$ cat src/rtl/encoder_pkg.sv
// rtl/encoder_pkg.sv - shared widths and FSM state encoding for the 4-to-2 sequential encoder
package encoder_pkg;

    localparam int CODE_W = 2;
    localparam int REQ_W  = 4;

    typedef logic [0:0] state_t;

    localparam state_t IDLE = 1'b0;
    localparam state_t HOLD = 1'b1;

endpackage

$ cat src/rtl/encoder_4x2_seq_if.sv
// rtl/encoder_4x2_seq_if.sv - request/output bundle for encoder_4x2_seq (ovf only with PENC_OVF_FLAG_EN)
interface encoder_4x2_seq_if;
    import encoder_pkg::*;

    logic [REQ_W-1:0]  req;
    logic              out_ready;
    logic              out_valid;
    logic [CODE_W-1:0] out_code;
    logic [REQ_W-1:0]  pending;
`ifdef PENC_OVF_FLAG_EN
    logic              ovf;
`endif

    // Requester / consumer side
    modport master (
        output req,
        output out_ready,
        input  out_valid,
        input  out_code,
        input  pending
`ifdef PENC_OVF_FLAG_EN
        , input ovf
`endif
    );

    // Encoder side
    modport slave (
        input  req,
        input  out_ready,
        output out_valid,
        output out_code,
        output pending
`ifdef PENC_OVF_FLAG_EN
        , output ovf
`endif
    );

endinterface

$ cat src/rtl/encoder_4x2_seq_prio_sel_4.sv
// rtl/encoder_4x2_seq_prio_sel_4.sv - combinational 4-input priority selector
module prio_sel_4
    import encoder_pkg::*;
#(
    parameter int HI_PRIO_MSB = 1
) (
    input  logic [REQ_W-1:0]  cand,
    output logic [CODE_W-1:0] code,
    output logic [REQ_W-1:0]  onehot,
    output logic              any
);

    // Scan in ascending or descending order so the last hit is the winner
    always_comb begin
        code   = '0;
        onehot = '0;
        any    = |cand;
        if (HI_PRIO_MSB != 0) begin
            for (int i = 0; i < REQ_W; i++) begin
                if (cand[i]) begin
                    code      = CODE_W'(i);
                    onehot    = '0;
                    onehot[i] = 1'b1;
                end
            end
        end else begin
            for (int i = REQ_W - 1; i >= 0; i--) begin
                if (cand[i]) begin
                    code      = CODE_W'(i);
                    onehot    = '0;
                    onehot[i] = 1'b1;
                end
            end
        end
    end

endmodule

$ cat src/rtl/encoder_4x2_seq.sv
// rtl/encoder_4x2_seq.sv - sequential 4-to-2 priority encoder with pending capture; optional PENC_OVF_FLAG_EN
module encoder_4x2_seq
    import encoder_pkg::*;
#(
    parameter int HI_PRIO_MSB = 1
) (
    input  logic              clk,
    input  logic              rst,
    encoder_4x2_seq_if.slave  bus
);

    state_t            state;
    logic [CODE_W-1:0] code_q;
    logic [REQ_W-1:0]  pend_q;

    logic [REQ_W-1:0]  cand;
    logic [CODE_W-1:0] sel_code;
    logic [REQ_W-1:0]  sel_onehot;
    logic              sel_any;
    logic              load;
    logic [REQ_W-1:0]  granted;

    prio_sel_4 #(
        .HI_PRIO_MSB (HI_PRIO_MSB)
    ) u_sel (
        .cand   (cand),
        .code   (sel_code),
        .onehot (sel_onehot),
        .any    (sel_any)
    );

    // A new code is taken whenever the output slot is empty or being consumed
    always_comb begin
        cand    = pend_q | bus.req;
        load    = (state == IDLE) || bus.out_ready;
        granted = (load && sel_any) ? sel_onehot : '0;
    end

    // FSM, held code and pending set; a bit granted this cycle also absorbs its same-cycle req
    always_ff @(posedge clk or posedge rst) begin
        if (rst) begin
            state  <= IDLE;
            code_q <= '0;
            pend_q <= '0;
        end else begin
            pend_q <= cand & ~granted;
            if (load) begin
                if (sel_any) begin
                    state  <= HOLD;
                    code_q <= sel_code;
                end else begin
                    state  <= IDLE;
                    code_q <= '0;
                end
            end
        end
    end

    assign bus.out_valid = (state == HOLD);
    assign bus.out_code  = code_q;
    assign bus.pending   = pend_q;

`ifdef PENC_OVF_FLAG_EN
    logic ovf_q;

    // Sticky: a request arrived for a bit that was already waiting and not granted now
    always_ff @(posedge clk or posedge rst) begin
        if (rst) begin
            ovf_q <= 1'b0;
        end else if (|(bus.req & pend_q & ~granted)) begin
            ovf_q <= 1'b1;
        end
    end

    assign bus.ovf = ovf_q;
`endif

endmodule
$ cat src/flat_wrapper.sv
// flat-port wrapper written by rule: the top's interface ports become plain ports
module encoder_4x2_seq_flat import encoder_pkg::*;
#(
    parameter int HI_PRIO_MSB = 1
)
  (clk, rst, bus_req, bus_out_ready, bus_out_valid, bus_out_code, bus_pending);
  encoder_4x2_seq_if bus_i ();
  input  logic clk;
  input  logic rst;
  input wire logic [$bits(bus_i.req)-1:0] bus_req;
  input wire logic [$bits(bus_i.out_ready)-1:0] bus_out_ready;
  output wire logic [$bits(bus_i.out_valid)-1:0] bus_out_valid;
  output wire logic [$bits(bus_i.out_code)-1:0] bus_out_code;
  output wire logic [$bits(bus_i.pending)-1:0] bus_pending;
  assign bus_i.req = bus_req;
  assign bus_i.out_ready = bus_out_ready;
  assign bus_out_valid = bus_i.out_valid;
  assign bus_out_code = bus_i.out_code;
  assign bus_pending = bus_i.pending;
  encoder_4x2_seq #(.HI_PRIO_MSB(HI_PRIO_MSB)) u_core (.clk(clk), .rst(rst), .bus(bus_i));
endmodule
$ cat config.mk
export PLATFORM = sky130hd
export DESIGN_NAME = encoder_4x2_seq_flat
export DESIGN_NICKNAME = d
export VERILOG_FILES = /design/src/rtl/encoder_pkg.sv /design/src/rtl/encoder_4x2_seq_if.sv /design/src/rtl/encoder_4x2_seq_prio_sel_4.sv /design/src/rtl/encoder_4x2_seq.sv /design/src/flat_wrapper.sv
export SDC_FILE = /design/constraint.sdc
export NUM_CORES = 1
export LEC_CHECK = 0
export CAP_MARGIN = 20
export CELL_PAD_IN_SITES_DETAIL_PLACEMENT = 1
export CELL_PAD_IN_SITES_GLOBAL_PLACEMENT = 1
export CORE_AREA = 2 2 39 41
export CTS_CLUSTER_DIAMETER = 80
export DETAILED_ROUTE_END_ITERATION = 8
export DIE_AREA = 0 0 41 43
export PLACE_DENSITY_LB_ADDON = 0.1
export SYNTH_ARGS = -nofsm -noshare
export SYNTH_HDL_FRONTEND = slang
export SYNTH_SLANG_ARGS = --single-unit
$ cat constraint.sdc
create_clock -name clk -period 2.38 [get_ports clk]
set_clock_uncertainty 0.05 [all_clocks]
set_input_delay 0.595 -clock clk [delete_from_list [all_inputs] [get_ports clk]]
set_output_delay 0.595 -clock clk [all_outputs]
set_load 0.05 [all_outputs]
Word-level counts from Yosys, hierarchy flattened --
Index checks and enable logic that the tools add are counted.
Storage, ports and cells: register bits after elaboration 7
Operators by class: muxes and demuxes 10, bitwise logic cells 4, reductions and logical operators 3
Operators by type and width (count):
- $mux W4 | 4
- $mux W2 | 3
- $and A4 B4 Y4 | 1
- $not A4 Y4 | 1
- $or A4 B4 Y4 | 1
- $reduce_or A4 Y1 | 1
- $mux W1 | 3
- $logic_and A1 B1 Y1 | 1
- $logic_or A1 B1 Y1 | 1
- $not A1 Y1 | 1

Longest topological paths before layout --
word-level depth 8, mapped depth 3, depth with buffers taken out 3

Cells and area by module --
A second synthesis with hierarchy kept.
Unflattened totals: cells, all modules 38, area, all modules 352.8 um^2
By module, submodules not included:
- encoder_4x2_seq | times used 1, cells an instance 29, area each 300.3 um^2, sequential area each 175.2 um^2
- prio_sel_4 | times used 1, cells an instance 9, area each 52.6 um^2, sequential area each 0.0 um^2

Worst setup path after synthesis --
OpenSTA, ideal clock, no wires.
path type register to output, start reg u_core.state (netlist: u_core.bus.out_valid), end out bus_out_valid, arrival time 0.641 ns, data required time 1.735 ns, slack 1.094 ns, cell stages (with the launch flop) 1, path through dfrtp_1
RTL lines:
- from (decl) | RTL line encoder_4x2_seq.sv:12 | state_t state;
- from (signal assigned) | RTL line encoder_4x2_seq.sv:42 | state <= IDLE;
- from (signal assigned) | RTL line encoder_4x2_seq.sv:49 | state <= HOLD;
- from (signal assigned) | RTL line encoder_4x2_seq.sv:52 | state <= IDLE;
- to (decl) | RTL line flat_wrapper.sv:12 | output wire logic [$bits(bus_i.out_valid)-1:0] bus_out_valid;
No word-level cell between the ends.

Final worst setup path --
start reg u_core.state (netlist: u_core.bus.out_valid), end out bus_out_valid
No word-level cell between the ends.

==> metrics <==
worst r2r path cells 3; Avg Inst Size Synth 11.5 µm²; cells after synthesis 24; total routed wirelength 567 µm; leading cell type in the layout, fill and taps excluded clkdlybuf4s50_1; setup ws final 285 ps; Synth area leaders dfrtp_1 (64%), nor2_1 (11%), nand2b_4 (5.0%), and3_4 (4.1%), nor2_4 (4.1%); antenna violations before repair 0; worst skew pair latency 240 ps; most frequent cells in the layout clkdlybuf4s50_1 (13), nor2_1 (8), dfrtp_1 (7); synth warn 0; DP Worst Slack 544 ps; CP max FO 2; Horiz. Die Dim 41 µm; cell depth of the worst setup path 1; VDD IR max 350 µV; Worst Path Buf+Inv 1; P&R area growth vs syn 64.1%; Setup CP Type reg2out; global-route wire length before repair 890 µm; Root Buffer clkbuf_4; CTS tree yes; die area 1760 µm²; worst path arrival time 1450 ps; # rows 14; Max transition margin 66.9%; post-route ant nets 0; CTS Sinks 7; IO buf count 13; initial drt markers 0; Worst-path clk slew 50 ps; H-Tree Depth 1; Max stage delay on crit path 820 ps; Critical Path Start Type register; Placed Instance Area 425 µm²; placed cells 53; vias per cell 3.91; Post-Syn Area 275 µm²; Post-Syn Nets 31; CP max stage cell clkdlybuf4s50_1; final hold violation count 0; final net count 49; critical-path cell list clkdlybuf4s50_1; ratio of final minimum period to clock period 88.0%; post-synth top area share 63.6%; Post-CTS Hold Buffers 0; Inserted Clock Buffers 3; Synth cell types 11; Pre-Repair DR Iteration Count 1; PD cells 650 nW/µm²; Max Cap Viol 0; Setup violations, final 0; f_max 477 MHz; crit path capture type output port; sequential share of the synthesized area 63.6%; Slew @ Worst Pin 495 ps; Hold Crit Depth 2; largest net degree at the start of global routing 8; setup bufs post-CTS 0; Vert. Die Dim 43 µm; DR WL/cell 9.95 µm; RD Place Congestion 0.674; # diodes 0; vias in the first global route 212; fin util 32.6%; register bit total from synthesis 7; final std cells w/o fill 57; final setup TNS 0 ps; cell type with the largest total area after synthesis dfrtp_1; DRC Markers 0; via count 223; post_cts resized 0; Top Family by Delay on Critical Path buffers and inverters; RSZ-0062 raised after global routing false; remaining global-route overflow 0; clock buffer depth 2; hold crit path type reg2reg; status complete, no violations; # IOs 14; Tot GR Track Use 7.79%; critical path data required time 1740 ps; initial core utilization 19.9%; post-detail-place hpwl 451 µm; ratio of cells with drive above 1 in the final layout 17.1%; fin. max-slew vios 0; design area 452 µm²; Leak 0.176 nW; Final min period 2090 ps; Core Footprint 1380 µm²
==> state kept, by name, indices dropped and copies added (netlist names) <==
signal                cells
u_core.bus.pending        4
u_core.bus.out_code       2
u_core.bus.out_valid      1
==> cells in the mapped netlist, drive strengths merged <==
library cell and count:
a21oi 2, and3 1, a31oi 1, nand3 1, inv 1, nand2b 1
dfrtp 7, o21ai 1, nor2 9
==> metrics by stage <==
stage / total power [mW] / hold WS, ps
2_1_floorplan: 0.164 / 348
3_3_place_gp: 0.189 / 442
3_5_place_dp: 0.189 / 445
4_1_cts: 0.299 / 457
5_1_grt: 0.309 / 488
6_report: 0.293 / 448
==> final timing paths <==
check / startpoint / to / slack, ps
setup / recovery: u_core.bus.out_valid$_DFFE_PP0P_ / bus_out_valid / 290
hold / removal: u_core.bus.out_code[1]$_DFFE_PP0P_ / u_core.bus.out_code[1]$_DFFE_PP0P_ / 450
setup reg to reg: u_core.bus.pending[2]$_DFF_PP0_ / u_core.bus.out_valid$_DFFE_PP0P_ / 1330
hold reg to reg: u_core.bus.out_code[1]$_DFFE_PP0P_ / u_core.bus.out_code[1]$_DFFE_PP0P_ / 450
max in group asynchronous: rst / u_core.bus.out_code[1]$_DFFE_PP0P_ / 1540
min in group asynchronous: rst / u_core.bus.out_valid$_DFFE_PP0P_ / 530
==> cell type report <==
class,count,area [µm²]
Clock buffer,4,26.3
Multi-Input combinational cell,16,96.3
Timing Repair Buffer,13,130
Inverter,1,3.75
Fill cell,170,932
Tap cell,16,20.0
Sequential cell,7,175
==> power breakdown <==
group          switching (mW)  internal [mW]
Combinational          0.0343         0.0238
Clock                  0.0429         0.0639
Sequential            0.00341          0.125
Total                  0.0806          0.213
==> logic make-up (layout without fill, tap and decap cells) <==
group | after synthesis | in the layout | share of synthesized area, %
compound gates | 4 | 4 | 9.09
buf+inv | 1 | 18 | 1.36
flops | 7 | 7 | 63.6
simple gates | 12 | 12 | 25.9
==> per-layer routing <==
metal	GRT usage, %	routed length [µm]
met5	0	0
met4	4.00	0
met3	4.71	54
met2	10.6	288
met1	9.24	223
Note: power is estimated with default switching activity, not from simulation.
